--- src/rtl/joy2quad_accel.sv ---
// Joystick button pairs to Gray-code quadrature streams, one per channel.
// Step period starts at clkdiv+1 cycles and halves per level while held.
module joy2quad_accel #(
  parameter int CHANNELS   = 2,
  parameter int DIV_W      = 32,
  parameter int ACCEL_MAX  = 3,
  parameter int HOLD_EDGES = 16
) (
  input  logic                  CLK,
  input  logic                  RESET_N,
  input  logic [DIV_W-1:0]      clkdiv,
  input  logic                  accel_en,
  input  logic [CHANNELS-1:0]   left,
  input  logic [CHANNELS-1:0]   right,
  output logic [2*CHANNELS-1:0] steer,
  output logic [CHANNELS-1:0]   moving
);

  localparam int LW = (ACCEL_MAX > 0) ? $clog2(ACCEL_MAX + 1) : 1;
  localparam int HW = (HOLD_EDGES > 1) ? $clog2(HOLD_EDGES) : 1;
  localparam logic [LW-1:0] LVL_MAX  = LW'(ACCEL_MAX);
  localparam logic [HW-1:0] HOLD_TOP = HW'(HOLD_EDGES - 1);

  typedef enum logic [1:0] {
    D_IDLE,
    D_LEFT,
    D_RIGHT
  } dir_e;

  function automatic logic [1:0] gray(input logic [1:0] p);
    logic [1:0] g;
    unique case (p)
      2'd0: g = 2'b00;
      2'd1: g = 2'b01;
      2'd2: g = 2'b11;
      default: g = 2'b10;
    endcase
    return g;
  endfunction

  for (genvar c = 0; c < CHANNELS; c++) begin : g_ch
    dir_e             dir;
    dir_e             prev_d, prev_q;
    logic [1:0]       ph_d, ph_q;
    logic [DIV_W-1:0] cnt_d, cnt_q;
    logic [LW-1:0]    lvl_d, lvl_q, lvl_b;
    logic [HW-1:0]    hold_d, hold_q, hold_b;
    logic             mov_d, mov_q;
    logic             step;

    always_comb begin
      dir    = D_IDLE;
      prev_d = prev_q;
      ph_d   = ph_q;
      cnt_d  = cnt_q;
      lvl_d  = lvl_q;
      hold_d = hold_q;
      lvl_b  = lvl_q;
      hold_b = hold_q;
      step   = 1'b0;

      unique case (1'b1)
        left[c] & ~right[c]: dir = D_LEFT;
        right[c] & ~left[c]: dir = D_RIGHT;
        default:             dir = D_IDLE;
      endcase
      mov_d = (dir != D_IDLE);

      if (dir == D_IDLE) begin
        cnt_d  = '0;
        lvl_d  = '0;
        hold_d = '0;
        prev_d = D_IDLE;
      end else begin
        prev_d = dir;
        // A new press or reversal restarts acceleration and steps at once.
        if (dir != prev_q) begin
          lvl_b  = '0;
          hold_b = '0;
          step   = 1'b1;
        end else if (cnt_q == '0) begin
          step = 1'b1;
        end else begin
          cnt_d = cnt_q - DIV_W'(1);
        end

        if (step) begin
          ph_d = (dir == D_LEFT) ? ph_q + 2'd1 : ph_q - 2'd1;
          if (hold_b == HOLD_TOP) begin
            hold_d = '0;
            if (accel_en && lvl_b != LVL_MAX) begin
              lvl_d = lvl_b + LW'(1);
            end else begin
              lvl_d = lvl_b;
            end
          end else begin
            hold_d = hold_b + HW'(1);
            lvl_d  = lvl_b;
          end
          cnt_d = accel_en ? (clkdiv >> lvl_d) : clkdiv;
        end
      end

      if (!accel_en) begin
        lvl_d = '0;
      end
    end

    always_ff @(posedge CLK or negedge RESET_N) begin
      if (!RESET_N) begin
        prev_q <= D_IDLE;
        ph_q   <= '0;
        cnt_q  <= '0;
        lvl_q  <= '0;
        hold_q <= '0;
        mov_q  <= 1'b0;
      end else begin
        prev_q <= prev_d;
        ph_q   <= ph_d;
        cnt_q  <= cnt_d;
        lvl_q  <= lvl_d;
        hold_q <= hold_d;
        mov_q  <= mov_d;
      end
    end

    assign steer[2*c +: 2] = gray(ph_q);
    assign moving[c]       = mov_q;
  end

endmodule

--- config.mk ---
export PLATFORM = sky130hd
export DESIGN_NAME = joy2quad_accel
export DESIGN_NICKNAME = d
export VERILOG_FILES = /design/src/rtl/joy2quad_accel.sv
export SDC_FILE = /design/constraint.sdc
export NUM_CORES = 1
export LEC_CHECK = 0
export ABC_AREA = 1
export CORE_AREA = 2 2 83 165
export CTS_CLUSTER_SIZE = 28
export DETAILED_ROUTE_END_ITERATION = 10
export DIE_AREA = 0 0 85 167
export GPL_TIMING_DRIVEN = 1
export PLACE_DENSITY = 0.89
export SLEW_MARGIN = 5
export SYNTH_ARGS = -nofsm -noshare
export SYNTH_HDL_FRONTEND = slang
export SYNTH_SLANG_ARGS = --single-unit
--- constraint.sdc ---
create_clock -name CLK -period 3.8 [get_ports CLK]
set_input_delay 0.76 -clock CLK [delete_from_list [all_inputs] [get_ports CLK]]
set_output_delay 0.76 -clock CLK [all_outputs]
set_load 0.005 [all_outputs]
**After elaboration in Yosys (flattened, before gate mapping)**

Cells that the tools add are included.
W data, S select, Z words.

- Bits in registers: 86
- Latch bits: 0
- Bits in writable memories: 0
- ROM bits: 0
- Input port bits: 39
- Output and inout port bits: 6
- Logic and storage cells: 120
- Memories: 0

- Add/subtract/negate cells: 10
- Multiply operators: 0
- Divide/modulo/power cells: 0
- Magnitude comparators: 0
- Equality and inequality tests: 18
- Shift operators: 2
- Mux-type cells: 52
- Bitwise operators: 10
- Reduce and logical (&&, ||, !) cells: 16

Operators by type and width:

| operator | number |
|---|---|
| $mux W32 | 10 |
| $logic_not A32 Y1 | 2 |
| $shr A32 B2 Y32 | 2 |
| $sub A32 B1 Y32 const B | 2 |
| $mux W2 | 22 |
| $mux W4 | 10 |
| $ne A3 B2 Y1 const B | 4 |
| $pmux W2 S3 | 2 |
| $add A2 B1 Y2 const B | 4 |
| $add A4 B1 Y4 const B | 2 |
| $eq A2 B1 Y1 const B | 4 |
| $eq A4 B4 Y1 const B | 2 |
| $logic_not A2 Y1 | 4 |
| $pmux W2 S2 | 2 |
| $reduce_and A2 Y1 | 4 |
| $reduce_bool A2 Y1 | 4 |
| $mux W1 | 6 |
| $ne A3 B1 Y1 const B | 2 |
| $not A1 Y1 | 6 |
| $and A1 B1 Y1 | 4 |
| $eq A2 B2 Y1 const B | 2 |
| $ne A2 B2 Y1 | 2 |
| $ne A2 B2 Y1 const B | 2 |
| $sub A2 B1 Y2 const B | 2 |
| $logic_and A1 B1 Y1 | 2 |

**Depth between registers and ports, before layout**

Gate-level depths: netlist of the first run.

- Depth in word-level cells: 16
- Gate-level depth with buffers: 23
- Mapped depth without buffers: 22

**Worst setup path before layout of the first run**

Ideal clock, no wire load.

- Path type: input -> register
- From: in right[0]
- To: reg g_ch[0].cnt_q[5]
- Setup time: 0.116 ns
- Arrival time: 2.821 ns
- Required time: 3.684 ns
- Slack: 0.863 ns
- Stages: 21
- Path buffers: 1
- Cells stage by stage: inv_1 ha_1 inv_2 nand2_1 nand2_2 nor2_4 inv_1 nor2_1 ha_1 nand4_2 nor2_4 nand2_1 nand2_2 buf_4 nand2_1 o21ai_1 nand2_1 nand2_1 nand2_1 nand2_1 nand2_1

- Word-level cells in the longest chain between the ends: 16
- Elaborated cells on any way between the ends: 27
- Those cells by class: add/sub (1); eq/ne (5); shift (1); mux (14); bitwise (3); reduce/logical (3)

Ends and longest elaborated chain:

| element | RTL line | RTL |
|---|---|---|
| from (decl) | 14 | `input logic [CHANNELS-1:0] right,` |
| $not A1 Y1 | 63 | `left[c] & ~right[c]: dir = D_LEFT;` |
| $and A1 B1 Y1 | 63 |  |
| $pmux W2 S2 (*) | 62 | `unique case (1'b1)` |
| branches (longest 13 deep; another with $add A2 B1 Y2) | - |  |
| to (signal assigned) | 120 | `cnt_q <= cnt_d;` |
| to (decl) | 45 | `logic [DIV_W-1:0] cnt_d, cnt_q;` |

Every way passes the cells marked *. The select of a mux whose other input is x is not followed.
A chain may end at the register's enable or synchronous reset.

**Worst setup path in the final report of the first run**

- From: in left[0]
- To: reg g_ch[0].cnt_q[28]

- Word-level cells in the longest chain between the ends: 16
- Elaborated cells on any way between the ends: 27
- Those cells by class: add/sub (1); eq/ne (5); shift (1); mux (14); bitwise (3); reduce/logical (3)

Ends and longest elaborated chain:

| element | RTL line | RTL |
|---|---|---|
| from (decl) | 13 | `input logic [CHANNELS-1:0] left,` |
| $not A1 Y1 | 64 | `right[c] & ~left[c]: dir = D_RIGHT;` |
| $and A1 B1 Y1 | 64 |  |
| $pmux W2 S2 (*) | 62 |  |
| branches (longest 13 deep; another with $add A2 B1 Y2) | - |  |

Marked as above.

==> results of run 1 <==
[cell families (layout without fill, tap and decap cells)]
family / after synthesis / after routing / share of synthesized area (%)
and+or+nand+nor: 759 / 759 / 44.1
AOI/OAI and AO/OA: 143 / 143 / 11.0
xor gates and xnor gates: 42 / 42 / 5.02
buffers and inverters: 162 / 191 / 9.08
DFF: 86 / 86 / 28.2
adders and majority gates: 16 / 16 / 2.62
[per-stage QoR]
| step | setup WS, ns | hold slack, ns | utilization, % | instance area (um2) |
|---|---|---|---|---|
| floorplan | 0.863 | 0.464 | - | 7630 |
| detailed placement | 0.0899 | 0.501 | 63.7 | 8230 |
| CTS | 0.436 | 0.509 | 66.1 | 8540 |
| global route | 0.130 | 0.531 | 66.1 | 8540 |
| finish | 0.432 | 0.501 | 66.1 | 8540 |
| global placement | 0.207 | 0.487 | 63.7 | 8230 |
[layer usage]
metal | up-vias | part of all wire (%) | track usage (%)
li1 | 4020 | - | -
met1 | 3781 | 36 | 33.8
met3 | 119 | 5.1 | 3.87
met2 | 373 | 52 | 54.8
met4 | 0 | 6.7 | 22.6
met5 | - | 0 | 0
[power groups by stage]
stage | sequential, mW | clock [mW] | combinational [mW]
2_1_floorplan | 1.16 | 0 | 0.770
3_5_place_dp | 1.19 | 0 | 1.11
4_1_cts | 1.18 | 0.935 | 1.12
6_report | 1.18 | 0.935 | 1.13
3_3_place_gp | 1.18 | 0 | 1.08
5_1_grt | 1.20 | 0.972 | 1.27
[worst paths after layout]
path | from | endpoint | slack [ns] | cells past startpoint
min | g_ch[1].ph_q[0] | g_ch[1].ph_q[0] | 0.50 | 1
min in group asynchronous | RESET_N | g_ch[0].cnt_q[1] | 0.52 | 1
max reg2reg | g_ch[0].cnt_q[25] | g_ch[0].cnt_q[17] | 1.10 | 10
max in group asynchronous | RESET_N | g_ch[1].cnt_q[29] | 2.51 | 2
min reg2reg | g_ch[1].ph_q[0] | g_ch[1].ph_q[0] | 0.50 | 1
max | left[0] | g_ch[0].cnt_q[28] | 0.43 | 19
[cell usage after synthesis, drive strengths merged (18+ instances only)]
| cell | number |
|---|---|
| o211ai | 33 |
| buf | 36 |
| a21oi | 42 |
| xnor2 | 20 |
| nand2 | 346 |
| o21ai | 60 |
| dfrtp | 86 |
| nor2 | 162 |
| nand3 | 207 |
| clkbuf | 18 |
| inv | 107 |
| xor2 | 22 |
[state kept, by name, indices dropped and copies added, names as in the netlist]
register / flops
g_ch.cnt_q: 64
g_ch.hold_q: 8
g_ch.lvl_q: 4
g_ch.mov_q: 2
g_ch.ph_q: 4
g_ch.prev_q: 4
[critical path, stage by stage]
cell and delay (ns):
clkdlybuf4s50_1 0.50, inv_1 0.05, ha_1 0.23, nand2_1 0.07
nand2_1 0.12, nand3_2 0.15, clkinv_1 0.12, ha_1 0.21
nor2_1 0.19, inv_1 0.12, or2_1 0.22, nand2_1 0.11
nand2_1 0.08, o21ai_2 0.09, buf_12 0.21, nand3_1 0.10
nand3_1 0.07, nand2_1 0.06, a21oi_1 0.16
[layout make-up]
cell class / count / area, um2 / area share [%]
clock buffer: 11 / 233 / 2.73
multi-input combinational: 960 / 4790 / 56.0
sequential: 86 / 2150 / 25.2
timing repair buffer: 68 / 701 / 8.21
tap: 152 / 190 / 2.23
inverter: 108 / 405 / 4.75
clock inverter: 4 / 72.6 / 0.850
==> summary.txt, run 1 <==
Timing
  – Worst Tran Pin Value: 0.904 ns
  – RSZ-0062 raised after global routing: false
  – Period utilization: 88.6%
  – Max Clk Rate: 297 MHz
  – Final Max Slew Viols: 0
  – Setup_tns: 0 ns
  – Final Hold Viols: 0
  – Clock Skew: 0.0101 ns
  – Crit path time final: 3.37 ns
  – Max_slew headroom: 39.7%
  – Finish-stage setup viols: 0

Floorplan
  – Die Span Y: 167 um
  – Die ar.: 14,200 um2
  – Chip Width: 85 um
  – Core outline area: 12,900 um2
  – IO Pins: 45
  – Initial Util: 59.1%
  – Rows: 59

Global routing
  – Vias in the first global route: 7,943
  – Largest net degree at the start of global routing: 92
  – Total global-route track usage: 31.3%
  – Global-route wire length before repair: 36,100 um
  – Initial antenna violation count: 0
  – Grt ovf: 0

Synthesis
  – Cells after Synth: 1,208
  – Ys async rst share: 100%
  – Syn avg cell area: 6.32 um2
  – Most common flop cell mapped by yosys: dfrtp_1
  – EDFF count, synth: 0
  – Cell taking the most area after synthesis: dfrtp_1
  – Post-synth cell types: 42
  – Mapped cell area: 7630 um2
  – Share of the yosys chip area belonging to registers: 28.2%
  – Synth warn: 0
  – Top cell type's share of synthesized area: 28.2%
  – Seq cells post-synth: 86
  – Syn nets: 1,263
  – Ranking of synthesized cells by area: dfrtp_1, nand2_1, nand3_1

Drt
  – TritonRoute pass-1 iters: 6
  – DR WL/cell: 15.8 um
  – Final ANT Viol Nets: 0
  – Routed WL: 22,000 um
  – Via Count: 8,293
  – Starting DRC count in detailed routing: 857
  – DR DRC count: 0
  – DR vias/cell: 5.97

Clocking
  – H-Tree Level Count: 3
  – CTS root buffer: clkbuf_16
  – CTS tree: done
  – Resized Gates After CTS: 0
  – Clock buffer depth: 2
  – CTS sink cnt: 86
  – Worst skew pair latency: 0.35 ns
  – Post-CTS Hold Buffers: 0
  – TritonCTS Buffers: 9
  – Postcts setup bufs: 0
  – Clock-pin slew on the worst setup and hold paths: 0.07 ns

Flow run
  – MaxCap Viol Count: 0

Worst setup path
  – Setup crit start kind: input pin
  – WP data arrival: 3.64 ns
  – Critical path required time: 4.07 ns
  – Worst Setup Path Type: in2reg
  – Crit path max fanout: 32
  – Crit end category: register

Placed design
  – Placer's final routability congestion estimate: 0.990
  – Port bufs: 44
  – Hpwl dp: 16,400 um
  – Dpl cells: 1,374

Layout
  – Final cell count without fillers: 1,389
  – Fin nets: 1,288
  – Commonest non-fill, non-tap cell in the layout: nand2_1
  – FILL cells: 1,118
  – Layout cells sized above 1: 7.68%
  – P&R area growth vs syn: 11.9%
  – # diodes: 0
  – Most frequent cells in the layout: nand2_1, nand3_1, nor2_1

Power and ir drop
  – Clk pwr share: 28.8%
  – Power Dens Cells: 380 nW/um2
  – Sw Pwr: 1.18 mW
  – Peak VDD IR: 0.000307 V
  – Cell-internal power: 2.07 mW
  – Tot Pwr: 3.24 mW
  – Gate power share: 34.8%
  – Pleak: 4.31 nW
  – Sw frac: 36.2%
  – Flop pwr share: 36.3%

Run status
  – Outcome: complete, no violations

Worst hold path
  – Hold Path Class: reg2reg
Power figures use the tool's default switching activity.
==> run 2: changes to the inputs <==
--- a/config.mk
+++ b/config.mk
@@ -12,6 +12,7 @@
 export DIE_AREA = 0 0 85 167
 export GPL_TIMING_DRIVEN = 1
 export PLACE_DENSITY = 0.89
+export RECOVER_POWER = 50
 export SLEW_MARGIN = 5
 export SYNTH_ARGS = -nofsm -noshare
 export SYNTH_HDL_FRONTEND = slang
==> run 2 against run 1 <==
- the run now ends with max-capacitance violations, max-slew violations left
- cell count did not move
- worst hold slack did not move
- fmax fell by 1.8%
- worst setup slack got worse by 0.063 ns
==> summary.txt, run 2 (same netlist as run 1, synthesis figures left out) <==
Drt
  – Starting DRC count in detailed routing: 880 (+2.7%)
  – Final ANT Viol Nets: 0 (unchanged)
  – DR vias/cell: 5.96 (about the same)
  – DR WL/cell: 15.8 um (about the same)
  – TritonRoute pass-1 iters: 6 (unchanged)
  – Routed WL: 22,000 um (about the same)
  – Via Count: 8,285 (-0.096%)
  – DR DRC count: 0 (unchanged)

Layout
  – Layout cells sized above 1: 7.52% (-0.16 points)
  – Most frequent cells in the layout: nand2_1, nand3_1, nor2_1
  – Final cell count without fillers: 1,389 (unchanged)
  – Top Registers: g_ch.cnt_q x64, g_ch.hold_q x8
  – P&R area growth vs syn: 11.8%
  – # diodes: 0 (unchanged)
  – Top reg by flops: g_ch.cnt_q
  – Commonest non-fill, non-tap cell in the layout: nand2_1
  – Fin nets: 1,288 (unchanged)
  – Post-route cell area: 8530 um2 (-0.12%)
  – Largest register FFs: 64 (unchanged)

Placed design
  – Dpl cells: 1,374 (unchanged)
  – Dpl cell area: 8230 um2 (unchanged)
  – Placer's final routability congestion estimate: 0.990 (unchanged)
  – Port bufs: 44 (unchanged)
  – Hpwl dp: 16,400 um (unchanged)
  – Post-Place Worst Slack: 0.0899 ns (unchanged)

Worst setup path
  – Most frequent cell on the critical path: nand2_1
  – Crit end category: register
  – Worst Path Buf+Inv: 5 (unchanged)
  – Worst Setup Path Type: in2reg
  – CP top delay family: buffers and inverters
  – WP data arrival: 3.70 ns (+0.06 ns)
  – Setup crit start kind: input pin
  – Crit-path slowest cell: dlygate4sd3_1
  – Critical path required time: 4.07 ns (about the same)
  – Crit path cell chain: dlygate4sd3_1, inv_1, ha_1, xnor2_2, nand3_2, clkinv_1, ha_1, nor2_1, inv_1, or2_1, nand2_1, nand2_1, o21ai_2, buf_12, nand3_1, nand3_1, nand2_1, a21oi_1
  – Slowest stage delay, CP: 0.54 ns (+0.04 ns)
  – Crit path max fanout: 32 (unchanged)

Power and ir drop
  – Pleak: 4.30 nW (-0.18%)
  – Peak VDD IR: 0.000307 V (about the same)
  – Power Dens Cells: 380 nW/um2 (+0.21%)
  – Tot Pwr: 3.24 mW (about the same)

Timing
  – Final Max Slew Viols: 66 (+66)
  – Clock Skew: 0.0119 ns (+0.00181 ns)
  – Crit path time final: 3.43 ns (+0.0633 ns)
  – Max Clk Rate: 291 MHz (-1.8%)
  – Period utilization: 90.3% (+1.7 points)
  – Finish-stage setup viols: 0 (unchanged)
  – Final setup margin: 0.369 ns (-0.0633 ns)
  – Setup_tns: 0 ns (unchanged)
  – Max_slew headroom: -15.1% (-55 points)
  – RSZ-0062 raised after global routing: false
  – Final Hold Viols: 0 (unchanged)
  – Worst Tran Pin Value: 1.73 ns (+0.823 ns)

Clocking
  – Clock-pin slew on the worst setup and hold paths: 0.07 ns (about the same)
  – Postcts setup bufs: 0 (unchanged)
  – Post-CTS Hold Buffers: 0 (unchanged)
  – Worst skew pair latency: 0.36 ns (about the same)
  – Resized Gates After CTS: 0 (unchanged)
  – Clock buffer depth: 2 (unchanged)
  – H-Tree Level Count: 3 (unchanged)
  – TritonCTS Buffers: 9 (unchanged)
  – CTS tree: done
  – CTS root buffer: clkbuf_16
  – CTS sink cnt: 86 (unchanged)

Worst hold path
  – Hold Path Class: reg2reg

Floorplan
  – Die Span Y: 167 um (unchanged)
  – Core outline area: 12,900 um2 (unchanged)
  – Initial Util: 59.1% (unchanged)
  – Rows: 59 (unchanged)
  – IO Pins: 45 (unchanged)
  – Die ar.: 14,200 um2 (unchanged)
  – Chip Width: 85 um (unchanged)

Global routing
  – Initial antenna violation count: 0 (unchanged)
  – Total global-route track usage: 31.3% (unchanged)
  – Largest net degree at the start of global routing: 92 (unchanged)
  – Global-route wire length before repair: 36,100 um (unchanged)
  – Grt ovf: 0 (unchanged)
  – Vias in the first global route: 7,943 (unchanged)

Flow run
  – MaxCap Viol Count: 1 (+1)

Run status
  – Outcome: finished, violations left
  – Violated checks: max-capacitance violations, max-slew violations
run 2: per-layer routing:
layer	global-route usage, %	routed length, um
met5	0	0
met4	22.6	1470
met3	3.87	1140
met2	54.8	11400
met1	33.8	7960
run 2: layout make-up:
class,instances,area [um2]
Multi-Input combinational cell,960,4790
Fill cell,1123,4390
Sequential cell,86,2150
Timing Repair Buffer,68,691
Inverter,108,405
Clock buffer,11,233
Tap cell,152,190
Clock inverter,4,72.6
run 2: path summary, 6_finish.rpt:
kind / slack (ns) / cells past startpoint / end / from
worst max-delay path: 0.37 / 18 / g_ch[0].cnt_q[28] / right[0]
worst min-delay path: 0.50 / 1 / g_ch[1].ph_q[0] / g_ch[1].ph_q[0]
worst max register to register: 1.09 / 10 / g_ch[0].cnt_q[17] / g_ch[0].cnt_q[25]
worst min register to register: 0.50 / 1 / g_ch[1].ph_q[0] / g_ch[1].ph_q[0]
max in group asynchronous: 1.52 / 2 / g_ch[1].cnt_q[20] / RESET_N
min in group asynchronous: 0.86 / 1 / g_ch[0].cnt_q[1] / RESET_N
run 2: per-stage QoR:
stage / utilization (%) / hold WS [ns]
after floorplan: - / 0.464
after global placement: 63.7 / 0.487
after detailed placement: 63.7 / 0.501
after CTS: 66.1 / 0.509
after global routing: 66.0 / 0.531
final: 66.0 / 0.501
run 2: power breakdown:
group / switching (mW) / internal, mW / total, mW
logic: 0.687 / 0.442 / 1.13
clock network: 0.366 / 0.572 / 0.938
registers: 0.127 / 1.05 / 1.18
==> run 3: changes to the inputs <==
--- a/config.mk
+++ b/config.mk
@@ -7,7 +7,7 @@
 export LEC_CHECK = 0
 export ABC_AREA = 1
 export CORE_AREA = 2 2 83 165
-export CTS_CLUSTER_SIZE = 28
+export CTS_CLUSTER_SIZE = 10
 export DETAILED_ROUTE_END_ITERATION = 10
 export DIE_AREA = 0 0 85 167
 export GPL_TIMING_DRIVEN = 1
==> results of run 3 <==
Same layout as run 2: the final DEF is identical, and so are final timing and power.
